File: src/rtl/uart_program_loader.sv
// rtl/uart_program_loader.sv - framed UART image loader into instruction memory
// Parses SYNC/LEN/data/CSUM frames, writes little-endian words from address 0, gates CPU reset.
module uart_program_loader #(
  parameter int         WORD_WIDTH    = 32,
  parameter int         ADDR_WIDTH    = 8,
  parameter logic [7:0] SYNC_BYTE     = 8'hA5,
  parameter int         TIMEOUT_TICKS = 1600
) (
  input  logic                  clk,
  input  logic                  arst_n,
  input  logic                  tick,
  input  logic                  rx_done,
  input  logic [7:0]            rx_data,
  output logic                  mem_we,
  output logic [ADDR_WIDTH-1:0] mem_addr,
  output logic [WORD_WIDTH-1:0] mem_wdata,
  output logic                  busy,
  output logic                  load_done,
  output logic                  load_err,
  output logic                  cpu_hold
);

  localparam int BPW = WORD_WIDTH / 8;
  localparam int BIW = (BPW > 1) ? $clog2(BPW) : 1;
  localparam int TW  = $clog2(TIMEOUT_TICKS + 1);
  localparam logic [BIW-1:0] LAST_IDX = BIW'(BPW - 1);
  localparam logic [TW-1:0]  TO_LAST  = TW'(TIMEOUT_TICKS - 1);

  typedef enum logic [2:0] {S_IDLE, S_LEN, S_DATA, S_CSUM, S_DONE, S_ERR} state_t;

  state_t                state_q, state_d;
  logic [7:0]            len_q, len_d;
  logic [7:0]            word_cnt_q, word_cnt_d;
  logic [BIW-1:0]        byte_idx_q, byte_idx_d;
  logic [7:0]            sum_q, sum_d;
  logic [WORD_WIDTH-1:0] wbuf_q, wbuf_d;
  logic [TW-1:0]         to_cnt_q, to_cnt_d;
  logic                  mem_we_q, mem_we_d;
  logic [ADDR_WIDTH-1:0] mem_addr_q, mem_addr_d;
  logic [WORD_WIDTH-1:0] mem_wdata_q, mem_wdata_d;
  logic                  busy_q, busy_d;
  logic                  load_done_q, load_done_d;
  logic                  load_err_q, load_err_d;
  logic                  cpu_hold_q, cpu_hold_d;

  logic                  in_frame, timeout, word_end, last_word;
  logic [WORD_WIDTH-1:0] assembled;

  // A byte arriving on the terminal tick wins over the timeout.
  assign in_frame  = (state_q == S_LEN) || (state_q == S_DATA) || (state_q == S_CSUM);
  assign timeout   = in_frame && !rx_done && tick && (to_cnt_q == TO_LAST);
  assign word_end  = rx_done && (byte_idx_q == LAST_IDX);
  assign last_word = (word_cnt_q == len_q - 8'd1);

  always_comb begin
    assembled = wbuf_q;
    assembled[{byte_idx_q, 3'b000} +: 8] = rx_data;
  end

  always_ff @(posedge clk or negedge arst_n) begin
    if (!arst_n) begin
      state_q <= S_IDLE;
    end else begin
      state_q <= state_d;
    end
  end

  always_comb begin
    state_d = state_q;
    case (state_q)
      S_IDLE: if (rx_done && rx_data == SYNC_BYTE) state_d = S_LEN;
      S_LEN: begin
        if (rx_done)      state_d = (rx_data == 8'd0) ? S_CSUM : S_DATA;
        else if (timeout) state_d = S_ERR;
      end
      S_DATA: begin
        if (rx_done) begin
          if (word_end && last_word) state_d = S_CSUM;
        end else if (timeout) begin
          state_d = S_ERR;
        end
      end
      S_CSUM: begin
        if (rx_done)      state_d = (rx_data == sum_q) ? S_DONE : S_ERR;
        else if (timeout) state_d = S_ERR;
      end
      S_DONE:  state_d = S_IDLE;
      S_ERR:   state_d = S_IDLE;
      default: state_d = S_IDLE;
    endcase
  end

  always_comb begin
    len_d       = len_q;
    word_cnt_d  = word_cnt_q;
    byte_idx_d  = byte_idx_q;
    sum_d       = sum_q;
    wbuf_d      = wbuf_q;
    to_cnt_d    = to_cnt_q;
    mem_we_d    = 1'b0;
    mem_addr_d  = mem_we_q ? mem_addr_q + 1'b1 : mem_addr_q;
    mem_wdata_d = mem_wdata_q;
    load_done_d = load_done_q;
    load_err_d  = load_err_q;
    cpu_hold_d  = cpu_hold_q;
    busy_d      = (state_d != S_IDLE);

    if (in_frame) begin
      if (rx_done)   to_cnt_d = '0;
      else if (tick) to_cnt_d = to_cnt_q + 1'b1;
    end

    case (state_q)
      S_IDLE: begin
        if (rx_done && rx_data == SYNC_BYTE) begin
          load_done_d = 1'b0;
          load_err_d  = 1'b0;
          cpu_hold_d  = 1'b1;
          sum_d       = 8'd0;
          mem_addr_d  = '0;
          byte_idx_d  = '0;
          word_cnt_d  = 8'd0;
          to_cnt_d    = '0;
        end
      end
      S_LEN: begin
        if (rx_done) begin
          len_d = rx_data;
          sum_d = rx_data;
        end
      end
      S_DATA: begin
        if (rx_done) begin
          wbuf_d = assembled;
          sum_d  = sum_q + rx_data;
          if (word_end) begin
            byte_idx_d  = '0;
            word_cnt_d  = word_cnt_q + 8'd1;
            mem_wdata_d = assembled;
            mem_we_d    = 1'b1;
          end else begin
            byte_idx_d = byte_idx_q + 1'b1;
          end
        end
      end
      S_DONE: begin
        load_done_d = 1'b1;
        cpu_hold_d  = 1'b0;
      end
      S_ERR: begin
        load_err_d = 1'b1;
        cpu_hold_d = 1'b1;
      end
      default: ;
    endcase
  end

  always_ff @(posedge clk or negedge arst_n) begin
    if (!arst_n) begin
      len_q       <= 8'd0;
      word_cnt_q  <= 8'd0;
      byte_idx_q  <= '0;
      sum_q       <= 8'd0;
      wbuf_q      <= '0;
      to_cnt_q    <= '0;
      mem_we_q    <= 1'b0;
      mem_addr_q  <= '0;
      mem_wdata_q <= '0;
      busy_q      <= 1'b0;
      load_done_q <= 1'b0;
      load_err_q  <= 1'b0;
      cpu_hold_q  <= 1'b1;
    end else begin
      len_q       <= len_d;
      word_cnt_q  <= word_cnt_d;
      byte_idx_q  <= byte_idx_d;
      sum_q       <= sum_d;
      wbuf_q      <= wbuf_d;
      to_cnt_q    <= to_cnt_d;
      mem_we_q    <= mem_we_d;
      mem_addr_q  <= mem_addr_d;
      mem_wdata_q <= mem_wdata_d;
      busy_q      <= busy_d;
      load_done_q <= load_done_d;
      load_err_q  <= load_err_d;
      cpu_hold_q  <= cpu_hold_d;
    end
  end

  assign mem_we    = mem_we_q;
  assign mem_addr  = mem_addr_q;
  assign mem_wdata = mem_wdata_q;
  assign busy      = busy_q;
  assign load_done = load_done_q;
  assign load_err  = load_err_q;
  assign cpu_hold  = cpu_hold_q;

endmodule
File: config.mk
export PLATFORM = sky130hd
export DESIGN_NAME = uart_program_loader
export DESIGN_NICKNAME = d
export VERILOG_FILES = /design/src/rtl/uart_program_loader.sv
export SDC_FILE = /design/constraint.sdc
export NUM_CORES = 1
export LEC_CHECK = 0
export ABC_AREA = 1
export CAP_MARGIN = 20
export CORE_ASPECT_RATIO = 1.25
export CORE_MARGIN = 8
export CORE_UTILIZATION = 44
export DETAILED_ROUTE_END_ITERATION = 8
export PLACE_DENSITY = 0.74
export SYNTH_ARGS = -nofsm -noshare
export SYNTH_HDL_FRONTEND = slang
export SYNTH_SLANG_ARGS = --single-unit
File: constraint.sdc
create_clock -name clk -period 2.2 [get_ports clk]
set_input_delay 0.66 -clock clk [delete_from_list [all_inputs] [get_ports clk]]
set_output_delay 0.66 -clock clk [all_outputs]
set_load 0.02 [all_outputs]
==> run summary, run 1 <==
Die W - 119 um
port bufs - 56
r2r startpoint - byte_idx_q[1]
Starting Density - 0.445
post-synthesis cell type count - 45
Mean Syn Cell Area - 8.03 um2
I/O pin cnt - 57
Final setup viols - 0
total grt overflow - 0
first-pass GRT wire length - 23.1 mm
Fill cells - 1198
die footprint - 17200 um2
vias in the first global route - 4905
via count - 5053
area of the multi-input gates - 2640 um2
GRT Util Overall - 0.163
crit path buf inv count - 1
final std cells w/o fill - 995
Worst R2R End - wbuf_q[18]
share of the synthesized area in the top cell type - 0.465
Worst EP required - 1.54 ns
async set or reset register ratio after synthesis - 1.00
Synth Cell Area - 5810 um2
initial antenna violation count - 1
worst r2r path cells - 6
CTS tree - done
post-route ant nets - 0
clock sinks - 109
Max Fclk - 465 MHz
syn_nets - 753
clk buf depth - 2
clock tree root buffer cell - clkbuf_16
Overall Power - 8.85 mW
crit path DAT - 1.49 ns
top_reg_cell synth - dfrtp_1
register area - 2730 um2
share of cells above drive strength 1 - 0.128
worst-path maximum fanout - 2
Die H - 145 um
largest net degree at the start of global routing - 64
leakage - 3.52 nW
Layout area overhead - 24.6%
Fin. Hold Viols - 0
max_cap viols - 0
clk_lat worst skew - 0.35 ns
Reg2Reg Setup Slack - 0.33 ns
Worst-path clk slew - 0.09 ns
Rows - 47
PwrDens - 1220 nW/um2
min cycle time layout - 2.15 ns
Seq/Total Area, Yosys - 0.469
Worst path slowest cell - clkdlybuf4s50_1
skew final - 0.0118 ns
RD Place Congestion - 0.853
worst slew pin tran - 0.494 ns
Mapped Cells - 724
Inst Count DP - 978
CP Class - reg -> out
Tcrit/Tclk final - 0.978
status - completed
Synth area leader - dfrtp_1
final HPWL from detailed placement - 9.91 mm
DR vias/cell - 5.08
core area - 13100 um2
drt drc - 0
drt pass-1 iters - 5
max-slew violations - 0
yosys warns - 0
H-tree Lvls - 3
maximum vdd ir drop - 0.591 mV
Seq cells post-synth - 109
final WL - 13.6 mm
wire per inst - 13.7 um
CP top delay family - buffers and inverters
final setup TNS - 0 ns
Post-synth EDFFs - 0
DR iter-0 viols - 263
CP max stage delay - 0.60 ns
CTS buffer count - 9
crit start category - flip-flop
synth top area cells - dfrtp_1 46%, nand2_1 13%, inv_1 5.6%
worst-path cell chain - clkdlybuf4s50_1
crit end category - output pin
max_slew headroom - 0.669
Final nets - 847
HP Class - in -> async
registers in the layout, indices dropped and copies added, names as in the netlist, 2 cells and up:
signal      cells
mem_addr        8
word_cnt_q      8
mem_wdata      32
to_cnt_q       11
byte_idx_q      2
state_q         3
sum_q           8
len_q           8
wbuf_q         24
timing repair:
item                                    CTS  global route
endpoints found under the setup margin    1             6
setup buffers                             0             0
hold buffers                              0             0
resized for setup                         1            10
logic make-up (layout without fill, tap and decap cells):
family	after synthesis	count (layout)	share of synthesized area
fa+ha+maj	17	17	0.0379
other cells	0	1	0
compound gates	120	120	0.122
xor+xnor	10	10	0.0151
flops	109	109	0.469
buf+inv	120	219	0.0841
simple gates	348	348	0.272
through the flow:
stage          worst slack [ns]  hold WS, ns  cell area [um2]   util
2_1_floorplan             0.169        0.364             5810      -
3_3_place_gp             -0.384        0.463             6890  0.528
3_5_place_dp             -0.408        0.464             6890  0.528
4_1_cts                 0.00661        0.136             7190  0.551
5_1_grt                -0.00505        0.137             7250  0.555
6_report                 0.0493        0.137             7250  0.555
Yosys cell counts, types with 2 or more instances:
library cell	n
a21oi_1	31
a21oi_4	2
a31oi_1	3
buf_1	3
buf_2	12
buf_4	5
clkbuf_1	3
dfrtp_1	108
ha_1	16
inv_1	86
inv_2	8
inv_4	2
nand2_1	206
nand2_2	3
nand2_4	3
nand3_1	27
nand4_1	24
nor2_1	50
nor2_2	2
nor3_1	12
nor3b_1	3
nor3b_2	3
nor4_1	6
o21ai_0	52
o21ai_1	5
o22ai_1	7
o32ai_1	15
or2_2	2
xnor2_1	5
xor2_1	5
how the worst max path moves through the flow:
stage / startpoint / endpoint / slack (ns) / cells after the start
after floorplan: byte_idx_q[0] / mem_wdata[27] / 0.17 / 7
after global placement: rx_data[0] / sum_q[6] / -0.38 / 13
after detailed placement: rx_data[0] / sum_q[6] / -0.41 / 13
after CTS: rx_data[0] / sum_q[6] / 0.007 / 13
after global routing: rx_data[3] / sum_q[6] / -0.005 / 11
final: cpu_hold / cpu_hold / 0.05 / 1
report_power, final:
group | internal (mW) | leakage (nW) | switching (mW) | total, mW
sequential | 2.66 | 1.42 | 0.444 | 3.10
clock | 0.808 | 0.147 | 0.821 | 1.63
combinational | 1.68 | 1.95 | 2.44 | 4.12
final cells by class:
| cell class | count | area share |
|---|---|---|
| multi-input cells | 495 | 0.365 |
| clock inverters | 7 | 0.0102 |
| diodes | 1 | 0.000345 |
| inverters | 97 | 0.0509 |
| well taps | 171 | 0.0295 |
| clock buffers | 9 | 0.0311 |
| repair buffers | 106 | 0.137 |
| flip-flops and latches | 109 | 0.377 |
cells in the final DEF, fill, tap and decap left out, drive strengths merged, types with 24 or more instances in the layout:
cell type / n
inv: 100
a21oi: 33
o21ai: 58
nand3: 28
nor2: 54
nand4: 24
nand2: 212
buf: 51
clkdlybuf4s50: 52
dfrtp: 108
metal layers:
| metal | routed length, um | track usage | up-vias |
|---|---|---|---|
| met1 | 6210 | 0.200 | 2376 |
| met3 | 530 | 0.0344 | 23 |
| li1 | - | - | 2556 |
| met4 | 261 | 0.0500 | 0 |
| met5 | 0 | 0 | - |
| met2 | 6620 | 0.281 | 98 |
Power figures use the tool's default switching activity.
==> run 2, diff against run 1 <==
--- a/config.mk
+++ b/config.mk
@@ -9,9 +9,10 @@
 export CAP_MARGIN = 20
 export CORE_ASPECT_RATIO = 1.25
 export CORE_MARGIN = 8
-export CORE_UTILIZATION = 44
+export CORE_UTILIZATION = 40
 export DETAILED_ROUTE_END_ITERATION = 8
-export PLACE_DENSITY = 0.74
+export PLACE_DENSITY = 0.64
+export SLEW_MARGIN = 15
 export SYNTH_ARGS = -nofsm -noshare
 export SYNTH_HDL_FRONTEND = slang
 export SYNTH_SLANG_ARGS = --single-unit
==> run 2 against run 1 <==
Compared with the run above:
- power decreased by 0.52%
- non-clock buffer count increased by 5
- maximum frequency increased by 0.24%
- die area increased by 8.8%
- worst setup slack improved by 0.0053 ns
- critical path depth unchanged
- count of clock-buffer cells in the layout increased by 1
- wire length increased by 5.0%
- global-route usage about the same
- sequential share of layout area decreased by 0.19 points
- largest cell class unchanged
==> run summary, run 2 (synthesis gave the netlist of run 1 again) <==
max_cap viols - 0 (unchanged)
CP max stage delay - 0.61 ns (about the same)
clock tree root buffer cell - clkbuf_16
RSZ-0062 raised after global routing - false
drt pass-1 iters - 4 (-1)
CP Class - reg -> out
GR Util met3 - 0.0328 (-0.00155)
area of the multi-input gates - 2630 um2 (-0.38%)
die footprint - 18700 um2 (+8.8%)
clk_lat worst skew - 0.35 ns (about the same)
max_slew headroom - 0.678 (+0.00924)
CP top delay family - buffers and inverters
CTS tree - done
most common cell after layout, fill and taps aside - nand2_1
most frequent cells in the layout - 206 x nand2_1, 108 x dfrtp_1, 86 x inv_1, 52 x o21ai_0, 52 x clkdlybuf4s50_1
Fill cells - 1364 (+14%)
via count - 5073 (+0.40%)
Setup WS post-layout - 0.0546 ns (+0.00526 ns)
Final nets - 852 (+0.59%)
crit path buf inv count - 1 (unchanged)
Final setup viols - 0 (unchanged)
register area - 2730 um2 (unchanged)
crit path DAT - 1.49 ns (about the same)
leakage - 3.52 nW (about the same)
DR vias/cell - 5.04 (-0.70%)
CTS buffer count - 9 (unchanged)
total grt overflow - 0 (unchanged)
skew final - 0.00987 ns (-0.00190 ns)
Worst-path clk slew - 0.08 ns (about the same)
Worst EP required - 1.54 ns (about the same)
Rows - 49 (+4.3%)
status - completed
post-route ant nets - 0 (unchanged)
worst slew pin tran - 0.482 ns (-0.0120 ns)
Top Usage Layer GRT - met2
wire per inst - 14.2 um (+3.9%)
final WL - 14.3 mm (+5.0%)
worst-path cell chain - clkdlybuf4s50_1
GRT Util Overall - 0.163 (+0.000422)
max-slew violations - 0 (unchanged)
core area - 14300 um2 (+9.4%)
share of cells above drive strength 1 - 0.130 (+0.00285)
Tcrit/Tclk final - 0.975 (-0.00239)
crit start category - flip-flop
Largest register FFs - 32 (unchanged)
clk buf depth - 2 (unchanged)
DR iter-0 viols - 306 (+16%)
RD Place Congestion - 0.858 (+0.64%)
Fin. Hold Viols - 0 (unchanged)
Worst path slowest cell - clkdlybuf4s50_1
worst hold margin - 0.260 ns (+0.124 ns)
maximum vdd ir drop - 0.486 mV (-18%)
Starting Density - 0.407 (-0.0383)
initial antenna violation count - 0 (-1)
min cycle time layout - 2.15 ns (-0.00526 ns)
worst slack, placed - -0.523 ns (-0.115 ns)
grt met1 use - 0.193 (-0.00691)
clock sinks - 109 (unchanged)
largest net degree at the start of global routing - 40 (-38%)
vias in the first global route - 5245 (+6.9%)
Layout area overhead - 25.3%
crit end category - output pin
first-pass GRT wire length - 24.7 mm (+7.2%)
final HPWL from detailed placement - 10.9 mm (+10%)
drt drc - 0 (unchanged)
Die H - 151 um (+4.3%)
HP Class - in -> async
Max Fclk - 466 MHz (+0.24%)
Die W - 124 um (+4.2%)
worst-path maximum fanout - 2 (unchanged)
met2 usage - 0.283 (+0.00168)
Antenna Cells - 0 (-1)
H-tree Lvls - 3 (unchanged)
PwrDens - 1210 nW/um2 (-1.0%)
port bufs - 56 (unchanged)
# hold bufs at CTS - 0 (unchanged)
I/O pin cnt - 57 (unchanged)
## run 2: changes by cell type in the layout (fill, tap and decap cells not counted), moves of 2 or more
cell / delta
buf_12: +3
inv_8: -2
buf_4: +2
dlymetal6s2s_1: -2
clkinv_2: +2
clkinv_4: -2
dlygate4sd2_1: +2
## run 2: area by class of cell
class                      instances  area share
clock inverter                     6     0.00601
tap                              178      0.0306
inverter                          97      0.0507
timing repair buffer             111       0.145
sequential                       109       0.375
clock buffer                      10      0.0314
multi-input combinational        495       0.361
## run 2: worst paths after layout
kind	startpoint	endpoint	slack (ns)	cells after the start
min in group clk	mem_wdata[4]	mem_wdata[4]	0.48	2
min reg2reg	mem_wdata[4]	mem_wdata[4]	0.48	2
min	arst_n	mem_wdata[10]	0.26	1
max	cpu_hold	cpu_hold	0.05	1
max in group asynchronous	arst_n	state_q[1]	1.33	2
max reg2reg	byte_idx_q[0]	wbuf_q[23]	0.25	6
## run 2: per-layer routing
metal  up-vias  share of wire
li1       2566              -
met5         -              0
met4         0          0.023
met2        88           0.50
met1      2397           0.43
met3        22          0.048
## run 2: repair_timing
action | 4_1_cts | 5_1_grt
endpoints found under the setup margin | 1 | 3
hold endpoints to repair | 0 | 0
setup buffers | 1 | 0
gates resized for setup | 2 | 5
## run 2: power breakdown
group          switching, mW  internal (mW)  total, mW
registers              0.440           2.66       3.10
logic                   2.45           1.72       4.17
clock network          0.753          0.778       1.53
## run 2: through the flow
stage          setup TNS [ns]   util  power [mW]  instance area, um2  instances
6_report                    0  0.510        8.80                7280       1006
5_1_grt                     0  0.510        9.55                7280       1006
4_1_cts                     0  0.507        8.84                7250       1006
3_5_place_dp            -8.66  0.488        7.27                6970        989
3_3_place_gp            -5.54  0.488        7.15                6970        989
2_1_floorplan               0      -        5.74                5810        724
